--- config.mk ---
export PLATFORM = sky130hd
export DESIGN_NAME = uart_tx_arbiter
export DESIGN_NICKNAME = d
export VERILOG_FILES = /design/src/rtl/uart_arb_pkg.sv /design/src/rtl/rr_picker.sv /design/src/rtl/uart_tx_arbiter.sv
export SDC_FILE = /design/constraint.sdc
export NUM_CORES = 1
export LEC_CHECK = 0
export CAP_MARGIN = 30
export CORE_AREA = 2 2 64 66
export DETAILED_ROUTE_END_ITERATION = 6
export DIE_AREA = 0 0 66 68
export PLACE_DENSITY = 0.68
export SLEW_MARGIN = 20
export SYNTH_ARGS = -nofsm -noshare
export SYNTH_HDL_FRONTEND = slang
export SYNTH_SLANG_ARGS = --single-unit
--- constraint.sdc ---
create_clock -name clk -period 4.45 [get_ports clk]
set_input_delay 0.89 -clock clk [delete_from_list [all_inputs] [get_ports clk]]
set_output_delay 0.89 -clock clk [all_outputs]
set_load 0.02 [all_outputs]
--- src/rtl/uart_arb_pkg.sv ---
// Shared types and constants for the UART transmit arbiter.
// Index width helper keeps single-entry vectors at one bit.
package uart_arb_pkg;

    typedef enum logic {
        IDLE = 1'b0,
        BUSY = 1'b1
    } arb_state_t;

    localparam int UART_DATA_W = 8;

    function automatic int idx_w(input int n);
        return (n > 1) ? $clog2(n) : 1;
    endfunction

endpackage

--- src/rtl/rr_picker.sv ---
// Combinational round-robin picker: first set request at or after ptr,
// wrapping around, found via a double-width masked priority encoder.
module rr_picker
    import uart_arb_pkg::*;
#(
    parameter int N  = 4,
    parameter int IW = idx_w(N)
) (
    input  logic [N-1:0]  req,
    input  logic [IW-1:0] ptr,
    output logic          any,
    output logic [IW-1:0] idx
);

    logic [N-1:0]   mask;
    logic [2*N-1:0] dbl;
    logic           found;

    always_comb begin
        mask = '0;
        for (int i = 0; i < N; i++) begin
            mask[i] = (i >= int'(ptr));
        end
    end

    // Low half holds requests at/after ptr, high half the wrapped ones.
    assign dbl = {req, req & mask};

    always_comb begin
        any   = |req;
        idx   = '0;
        found = 1'b0;
        for (int i = 0; i < 2 * N; i++) begin
            if (dbl[i] && !found) begin
                found = 1'b1;
                idx   = IW'(i % N);
            end
        end
    end

endmodule

--- src/rtl/uart_tx_arbiter.sv ---
// Round-robin packet arbiter sharing one UART transmitter among
// NUM_REQ byte-stream requesters, with an owner-stall watchdog.
module uart_tx_arbiter
    import uart_arb_pkg::*;
#(
    parameter int NUM_REQ = 4,
    parameter int TIMEOUT = 255
) (
    input  logic                           clk,
    input  logic                           reset_n,
    input  logic [UART_DATA_W*NUM_REQ-1:0] req_data_i,
    input  logic [NUM_REQ-1:0]             req_valid_i,
    input  logic [NUM_REQ-1:0]             req_last_i,
    output logic [NUM_REQ-1:0]             req_ack_o,
    output logic [NUM_REQ-1:0]             grant_o,
    output logic [UART_DATA_W-1:0]         tx_data_o,
    output logic                           tx_ready_o,
    input  logic                           tx_ack_i,
    output logic                           timeout_o
);

    localparam int IW    = idx_w(NUM_REQ);
    localparam int SW    = idx_w(TIMEOUT + 1);
    localparam bit WD_EN = (TIMEOUT != 0);

    arb_state_t state, state_n;

    logic [IW-1:0] owner, owner_n;
    logic [IW-1:0] ptr, ptr_n;
    logic [IW-1:0] pick_idx, ptr_inc;
    logic [SW-1:0] stall_cnt, stall_n, stall_inc;
    logic          timeout_n;
    logic          pick_any;
    logic          own_valid, own_last;

    logic [UART_DATA_W-1:0] data_arr [NUM_REQ];

    always_comb begin
        for (int i = 0; i < NUM_REQ; i++) begin
            data_arr[i] = req_data_i[i*UART_DATA_W +: UART_DATA_W];
        end
    end

    rr_picker #(
        .N  (NUM_REQ),
        .IW (IW)
    ) u_picker (
        .req (req_valid_i),
        .ptr (ptr),
        .any (pick_any),
        .idx (pick_idx)
    );

    assign own_valid = req_valid_i[owner];
    assign own_last  = req_last_i[owner];

    assign ptr_inc = (owner == IW'(NUM_REQ - 1)) ? '0 : owner + 1'b1;

    // Saturating increment so the count never wraps when the watchdog is off.
    assign stall_inc = (stall_cnt == '1) ? stall_cnt : stall_cnt + 1'b1;

    always_comb begin
        grant_o    = '0;
        req_ack_o  = '0;
        tx_data_o  = '0;
        tx_ready_o = 1'b0;
        if (state == BUSY) begin
            grant_o[owner]   = 1'b1;
            tx_data_o        = data_arr[owner];
            tx_ready_o       = own_valid;
            req_ack_o[owner] = tx_ack_i && own_valid;
        end
    end

    always_comb begin
        state_n   = state;
        owner_n   = owner;
        ptr_n     = ptr;
        stall_n   = stall_cnt;
        timeout_n = 1'b0;
        unique case (state)
            IDLE: begin
                if (pick_any) begin
                    state_n = BUSY;
                    owner_n = pick_idx;
                    stall_n = '0;
                end
            end
            BUSY: begin
                if (own_valid) begin
                    stall_n = '0;
                    if (tx_ack_i && own_last) begin
                        state_n = IDLE;
                        ptr_n   = ptr_inc;
                    end
                end else begin
                    stall_n = stall_inc;
                    if (WD_EN && stall_inc == SW'(TIMEOUT)) begin
                        state_n   = IDLE;
                        ptr_n     = ptr_inc;
                        timeout_n = 1'b1;
                    end
                end
            end
            default: state_n = IDLE;
        endcase
    end

    always_ff @(posedge clk or negedge reset_n) begin
        if (!reset_n) begin
            state     <= IDLE;
            owner     <= '0;
            ptr       <= '0;
            stall_cnt <= '0;
            timeout_o <= 1'b0;
        end else begin
            state     <= state_n;
            owner     <= owner_n;
            ptr       <= ptr_n;
            stall_cnt <= stall_n;
            timeout_o <= timeout_n;
        end
    end

endmodule

==> impl_metrics.py, run 1 <==
metrics = {
    "synth": {
        "syn-num-nets": 180,
        "synth_cells": 132,
        "syn_area_um2": 1300,
        "yosysWarnings": 0,
        "ys_seq_elements": 14,
        "seq_area_frac_synth": 0.270,
        "async_reset_ff_frac": 1.00,
        "synth_ff_type": "dfrtp_1",
        "synth_enable_flop_cells": 0,
        "netlist-cell-type-count": 41,
        "syn-mean-instance-area_um2": 9.83,
    },
    "setup_path": {
        "cp.required_ps": 3560,
        "arrival_ps": 2690,
        "rrSetupSlack_ps": 1870,
        "r2r_start": "owner[0]",
        "path_max_fanout": 7,
        "timing.rr.end": "ptr[1]",
        "reg2regPathDepth": 5,
        "path_class": "input pin to primary output",
        "worstSetupEndpointType": "primary output",
        "worstSetupStartpointType": "input pin",
    },
    "cts": {
        "hold_buffers": 0,
        "insertion_delay_ps": 250,
        "cts_tree": "built",
        "path_clk_slew_ps": 60,
        "ctsResizeCount": 0,
        "cts_buffers": 3,
        "htreeDepth": 1,
        "post_cts_buffers": 0,
        "cts.sinks": 14,
        "cts_root_buffer": "clkbuf_8",
        "clockBufferDepth": 2,
    },
    "sta": {
        "period_needed_ps": 3580,
        "setup_viol": 0,
        "slew_viol_final": 0,
        "hold_viol_final": 0,
        "tns_ps": 0,
        "rsz0062_at_grt": "false",
        "timing.final.crit_share": 0.805,
        "slew_headroom": 0.522,
        "finalClockSkew_ps": 3.19,
        "finalWorstSetupSlack_ps": 869,
        "max_slew.worst_pin.slew_ps": 717,
        "max_freq_ghz": 0.279,
    },
    "cells_and_area": {
        "fillers": 345,
        "instances_no_fill": 239,
        "regArea_um2": 350,
        "nets": 238,
        "final_common_cell": "clkdlybuf4s50_1",
        "area_growth_pct": 52.5,
        "multi_input_area_um2": 895,
        "fin_util": 0.513,
        "final_cell_mix": "clkdlybuf4s50_1, dfrtp_1, and2_1",
        "n_antenna_cell": 0,
        "drive_above_1_share": 0.0899,
    },
    "placement": {
        "post-dp-hpwl_um": 3010,
        "io_buffers": 60,
        "dp_cells": 235,
        "gp_congestion": 0.966,
        "place_ws_ps": 865,
    },
    "drt": {
        "drt_iter0_markers": 83,
        "vias_per_cell": 5.54,
        "totalWireLength_um": 3770,
        "wire_per_inst_um": 15.8,
        "drc_errors": 0,
        "drtPass1Iterations": 4,
        "ant_nets": 0,
        "vias": 1323,
    },
    "outcome": {
        "outcome": "finished clean",
    },
    "hold_path": {
        "whs_path_depth": 2,
        "holdCritPathClass": "register to register",
        "min-delay-start": "stall_cnt[6]",
        "min_to": "stall_cnt[6]",
    },
    "floorplan": {
        "design.core.area_um2": 3860,
        "chipHeight_um": 68,
        "die_area_um2": 4490,
        "io_pins": 61,
        "row_count": 23,
        "initial_utilization": 0.336,
        "die_w_um": 66,
    },
    "power_and_ir_drop": {
        "p_per_area_nw_per_um2": 477,
        "vdd_drop_max_mv": 0.137,
        "leakage_nw": 0.766,
        "p_total_mw": 0.944,
    },
    "global_route": {
        "grt_pass1_vias": 1258,
        "grt_pass1_wl_um": 6110,
        "grt-ovfl-total": 0,
        "antenna_found_initial": 0,
        "grt_start_max_net_pins": 19,
        "grt_use_total": 0.178,
    },
    "job": {
        "drv_cap": 0,
    },
}
synthesized netlist by cell type (4+ instances only):
library cell | number | share of area
dfrtp_1 | 14 | 0.27
and2_1 | 13 | 0.063
mux4_2 | 10 | 0.17
and3_1 | 9 | 0.043
o21ai_0 | 7 | 0.027
a31oi_1 | 6 | 0.029
nand2_1 | 6 | 0.017
nor2_1 | 6 | 0.017
a21oi_1 | 5 | 0.019
ha_1 | 5 | 0.048
inv_1 | 4 | 0.012
nand2b_1 | 4 | 0.019
routing by layer:
layer  vias up  GRT usage  part of all wire
li1        624          -                 -
met1       648      0.225              0.42
met2        44      0.321              0.52
met3         7     0.0214             0.045
met4         0     0.0536             0.017
met5         -          0                 0
metrics by stage:
| step | hold slack, ps | instance area [um^2] |
|---|---|---|
| 6_report | 567 | 1980 |
| 5_1_grt | 595 | 1980 |
| 4_1_cts | 569 | 1980 |
| 3_5_place_dp | 554 | 1920 |
| 3_3_place_gp | 532 | 1920 |
| 2_1_floorplan | 493 | 1300 |
cell families (layout without fill, tap and decap cells):
group	after synthesis	in the layout	synth area share
buf+inv	11	68	0.0405
xor+xnor	1	1	0.00675
mux	14	14	0.206
compound gates	30	30	0.161
simple gates	57	57	0.267
fa+ha+maj	5	5	0.0482
flops	14	14	0.270
sequential cells by signal, summed over array words and instances, names as in the netlist:
name	count
owner	2
state	1
ptr	2
timeout_o	1
stall_cnt	8
report_power, final:
group | switching, mW | internal, mW | total [mW]
combinational | 0.253 | 0.327 | 0.581
sequential | 0.0853 | 0.155 | 0.240
clock | 0.0450 | 0.0784 | 0.123
critical path, cell delays in order:
cell and delay [ps]:
clkdlybuf4s50_1 490, mux4_2 570, and3_1 200, clkdlybuf4s50_1 530
final cells by class:
| type | instances | share of cell area |
|---|---|---|
| Inverter | 4 | 0.00759 |
| Clock buffer | 4 | 0.0278 |
| Sequential cell | 14 | 0.177 |
| Tap cell | 50 | 0.0316 |
| Timing Repair Buffer | 60 | 0.304 |
| Multi-Input combinational cell | 107 | 0.452 |
worst max-delay path by stage:
stage	start	end	slack [ps]	cells after the start
after floorplan	req_valid_i[3]	req_ack_o[0]	1910	2
after global placement	req_valid_i[3]	tx_ready_o	900	4
after detailed placement	req_valid_i[3]	req_ack_o[1]	870	4
after CTS	req_valid_i[3]	req_ack_o[1]	870	4
after global routing	req_valid_i[3]	req_ack_o[1]	800	4
final	req_valid_i[3]	req_ack_o[1]	870	4
Note: power is estimated with default switching activity, not from simulation.
==> run 2: changes to the inputs <==
--- a/config.mk
+++ b/config.mk
@@ -9,7 +9,7 @@
 export CORE_AREA = 2 2 64 66
 export DETAILED_ROUTE_END_ITERATION = 6
 export DIE_AREA = 0 0 66 68
-export PLACE_DENSITY = 0.68
+export PLACE_DENSITY = 0.71
 export SLEW_MARGIN = 20
 export SYNTH_ARGS = -nofsm -noshare
 export SYNTH_HDL_FRONTEND = slang
==> constraint.sdc (replaced) <==
create_clock -name clk -period 3 [get_ports clk]
set_input_delay 0.6 -clock clk [delete_from_list [all_inputs] [get_ports clk]]
set_output_delay 0.6 -clock clk [all_outputs]
set_load 0.02 [all_outputs]
==> impl_metrics.py, run 2 (synthesis results as in run 1) <==
metrics = {
    "outcome": {
        "outcome": "finished clean",
    },
    "cells_and_area": {
        "area_growth_pct": 56.5,
        "instances_no_fill": 246,
        "fillers": 348,
        "final_cell_mix": "clkdlybuf4s50_1, dfrtp_1, and2_1",
        "largest_register_ffs": 8,
        "final_common_cell": "clkdlybuf4s50_1",
        "reg_top3": "stall_cnt (8), owner (2), ptr (2)",
        "nets": 245,
        "regMostFlops": "stall_cnt",
        "drive_above_1_share": 0.122,
        "n_antenna_cell": 0,
    },
    "power_and_ir_drop": {
        "p_total_mw": 1.44,
        "p_per_area_nw_per_um2": 708,
        "leakage_nw": 0.800,
        "vdd_drop_max_mv": 0.302,
    },
    "cts": {
        "path_clk_slew_ps": 60,
        "hold_buffers": 0,
        "htreeDepth": 1,
        "cts.sinks": 14,
        "insertion_delay_ps": 250,
        "clockBufferDepth": 2,
        "ctsResizeCount": 0,
        "post_cts_buffers": 0,
        "cts_tree": "built",
        "cts_root_buffer": "clkbuf_8",
        "cts_buffers": 3,
    },
    "global_route": {
        "grt_pass1_vias": 1290,
        "grt-ovfl-total": 0,
        "grt_use_total": 0.186,
        "grt_start_max_net_pins": 19,
        "grt_pass1_wl_um": 6280,
        "antenna_found_initial": 0,
    },
    "setup_path": {
        "worstSetupStartpointType": "input pin",
        "cp.required_ps": 2400,
        "startpoint": "req_valid_i[2]",
        "path_class": "input pin to primary output",
        "path_max_fanout": 7,
        "r2r_start": "stall_cnt[0]",
        "worstSetupEndpointType": "primary output",
        "arrival_ps": 2320,
    },
    "job": {
        "drv_cap": 0,
    },
    "floorplan": {
        "row_count": 23,
        "die_w_um": 66,
        "chipHeight_um": 68,
        "initial_utilization": 0.336,
        "design.core.area_um2": 3860,
        "io_pins": 61,
        "die_area_um2": 4490,
    },
    "placement": {
        "io_buffers": 60,
        "post-dp-hpwl_um": 3270,
        "gp_congestion": 0.864,
        "dp_cells": 242,
    },
    "sta": {
        "rsz0062_at_grt": "false",
        "hold_viol_final": 0,
        "slew_viol_final": 0,
        "max_slew.worst_pin.slew_ps": 606,
        "slew_headroom": 0.595,
        "period_needed_ps": 2920,
        "timing.final.crit_share": 0.974,
        "finalClockSkew_ps": 0.356,
        "holdWs_ps": 578,
        "max_freq_ghz": 0.342,
        "setup_viol": 0,
        "tns_ps": 0,
    },
    "drt": {
        "drt_iter0_markers": 116,
        "drc_errors": 0,
        "totalWireLength_um": 3990,
        "vias_per_cell": 5.59,
        "drtPass1Iterations": 4,
        "vias": 1376,
        "ant_nets": 0,
        "wire_per_inst_um": 16.2,
    },
    "hold_path": {
        "min-delay-start": "stall_cnt[6]",
        "holdCritPathClass": "register to register",
    },
}
## run 2: cell count changes in the layout (fill, tap and decap cells not counted)
cell and change:
buf_4 +7
## run 2: worst paths after layout
check / slack, ps / depth (start not counted) / endpoint
worst max-delay path: 80 / 4 / tx_ready_o
worst min-delay path: 580 / 2 / stall_cnt[6]
worst max register to register: 610 / 6 / ptr[0]
worst min register to register: 580 / 2 / stall_cnt[6]
max in group asynchronous: 1880 / 1 / stall_cnt[1]
min in group asynchronous: 730 / 1 / stall_cnt[6]
## run 2: layout make-up
| cell class | instances | area [um^2] | share of cell area |
|---|---|---|---|
| multi-input combinational | 107 | 895 | 0.441 |
| timing repair buffer | 67 | 653 | 0.322 |
| sequential | 14 | 350 | 0.173 |
| tap | 50 | 62.6 | 0.0308 |
| clock buffer | 4 | 55.1 | 0.0271 |
| inverter | 4 | 15.0 | 0.00739 |
## run 2: layer usage
metal	wire length, um	GRT usage	vias up
li1	-	-	637
met1	1590	0.226	664
met2	2060	0.324	62
met3	233	0.0395	13
met4	105	0.0689	0
met5	0	0	-
## run 2: per-stage QoR
step	util	setup slack (ps)	cell area (um^2)
6_report	0.527	79.0	2030
3_3_place_gp	0.512	110	1980
4_1_cts	0.527	70.3	2030
5_1_grt	0.527	30.5	2030
3_5_place_dp	0.512	70.6	1980
2_1_floorplan	-	792	1300
## run 2: where the power goes
part	leakage [nW]	switching [mW]	internal [mW]	total, mW
combinational	0.590	0.421	0.511	0.932
clock	0.0288	0.0687	0.116	0.185
sequential	0.182	0.0905	0.230	0.321
## run 2: worst max-delay path, cell delays in order
cell and delay [ps]:
clkdlybuf4s50_1 430, mux4_2 550, and2_1 210, clkdlybuf4s50_1 530
==> variant, RTL diff (flow settings as in run 2) <==
Change the parameter `NUM_REQ` from 4 to 2.
--- a/src/rtl/uart_tx_arbiter.sv
+++ b/src/rtl/uart_tx_arbiter.sv
@@ -5,3 +5,3 @@
 #(
-    parameter int NUM_REQ = 4,
+    parameter int NUM_REQ = 2,
     parameter int TIMEOUT = 255
Interface: changed (5 resized); port bits go from 61 to 37. No check against the original RTL was run, so the function may have changed too.
==> variant against run 2 <==
Sequential cell count down 2; final area down 32%; power down 37%; global-route usage down 6.2 points; area after synthesis down 28%; critical path depth up 2; worst setup slack better by 65 ps; wire length down 39%; first-iteration DRC count down 78%; maximum frequency up 2.3%; critical endpoint is now req_ack_o[1]; largest power group unchanged; highest routed layer unchanged.
==> variant: results (changes against run 2) <==
Outcome
  – Status: finished, final reports clean (unchanged)

Placement
  – # port buffers: 36 (was 60)
  – Hpwl dp: 1.833 mm (was 3.275 mm)
  – Placer Congestion: 0.8341 (was 0.8642)
  – Area post-placement: 1335 µm² (was 1976 µm²)

Global route
  – M3 GR Usage: 2.961% (was 3.947%)
  – Met2 Track Usage GR: 21.84% (was 32.45%)
  – First-pass GRT wire length: 4.298 mm (was 6.279 mm)
  – All-Layer GR Usage: 12.39% (was 18.57%)
  – Met1 usage: 14.00% (was 22.62%)
  – Largest net degree at the start of global routing: 15 (was 19)
  – Vias in the first global route: 998 (was 1290)

Drt
  – First-iteration detailed-routing DRC count: 25 (was 116)
  – Final wirelength: 2.424 mm (was 3.990 mm)
  – Vias per std cell: 4.885 (was 5.593)
  – Met2 WL post-DR: 1.136 mm (was 2.062 mm)

Logic synthesis
  – Synth cell types: 38 (was 41)
  – Post-synth top cells: nor2_1 (20), dfrtp_1 (12), mux2i_1 (11), nand2_1 (11), a21oi_1 (7) (was dfrtp_1 (14), and2_1 (13), mux4_2 (10))
  – Top post-synthesis cells by area: dfrtp_1 (32%), mux2i_1 (12%), nor2_1 (8.1%) (was dfrtp_1 (27%), mux4_2 (17%), and2_1 (6.3%))

Power
  – Max VDD drop: 0.2862 mV (was 0.3019 mV)
  – Leak pwr: 0.5640 nW (was 0.8005 nW)
  – Pint: 0.5353 mW (was 0.8575 mW)

Setup path
  – R2r endpoint: ptr (was ptr[0])
  – Worst-path maximum fanout: 4 (was 7)
  – R2r setup slk: 880 ps (was 610 ps)

Min path
  – Hold endpoint: owner (was stall_cnt[6])
  – Hold wc startpoint: ptr (was stall_cnt[6])

Finish
  – Fillers: 407 (was 348)
  – Final net count: 176 (was 245)
  – Share of cells above drive strength 1: 10.00% (was 12.24%)

STA
  – Clk_skew: 1.222 ps (was 0.3559 ps)
  – Slew @ Worst Pin: 556.7 ps (was 605.5 ps)
  – Fin Hold WS: 591.4 ps (was 577.6 ps)
  – Fin. Hold Viols: 0 (unchanged)

CTS
  – Post-CTS Setup Bufs: 0 (unchanged)
## variant: how the worst max path moves through the flow
stage	from	endpoint	slack [ps]	cells after the start
6_report	req_valid_i[0]	req_ack_o[1]	140	6
5_1_grt	req_valid_i[0]	req_ack_o[1]	20	6
4_1_cts	req_valid_i[0]	req_ack_o[1]	150	6
3_5_place_dp	req_valid_i[0]	req_ack_o[0]	150	6
3_3_place_gp	req_valid_i[0]	req_ack_o[0]	190	6
2_1_floorplan	req_valid_i[1]	req_ack_o[0]	880	4
## variant: cell families after synthesis
family	Yosys count	share of synthesized area [%]
adders and majority gates	1	1.346
and+or+nand+nor	53	28.94
buffers and inverters	9	5.922
muxes	11	11.84
AOI/OAI and AO/OA	27	19.65
DFF	12	32.30
## variant: cell type report
class                           count  area [µm²]  share of cell area [%]
Inverter                            4       15.01                   1.091
Clock buffer                        3       41.29                   3.000
Tap cell                           50       62.56                   4.545
Timing Repair Buffer               39       382.9                   27.82
Sequential cell                    12       300.3                   21.82
Multi-Input combinational cell     92       574.3                   41.73
## variant: critical path, cell delays in order
cell and delay [ps]:
clkdlybuf4s50_1 520, mux2i_1 130, nor2_1 170, nand2_1 110, nor2_1 110, clkdlybuf4s50_1 620
## variant: per-stage QoR
step,std cells,util [%]
final,200,35.69
after CTS,200,35.69
after detailed placement,197,34.62
after global placement,197,34.62
after global routing,200,35.69
after floorplan,113,-
## variant: power by group through the flow
stage                     combinational, mW  sequential (mW)  clock (mW)
after detailed placement              0.530            0.234           0
after CTS                             0.533            0.232       0.151
after global placement                0.534            0.236           0
after global routing                  0.580            0.238       0.157
final                                 0.528            0.232       0.147
after floorplan                       0.340            0.222           0
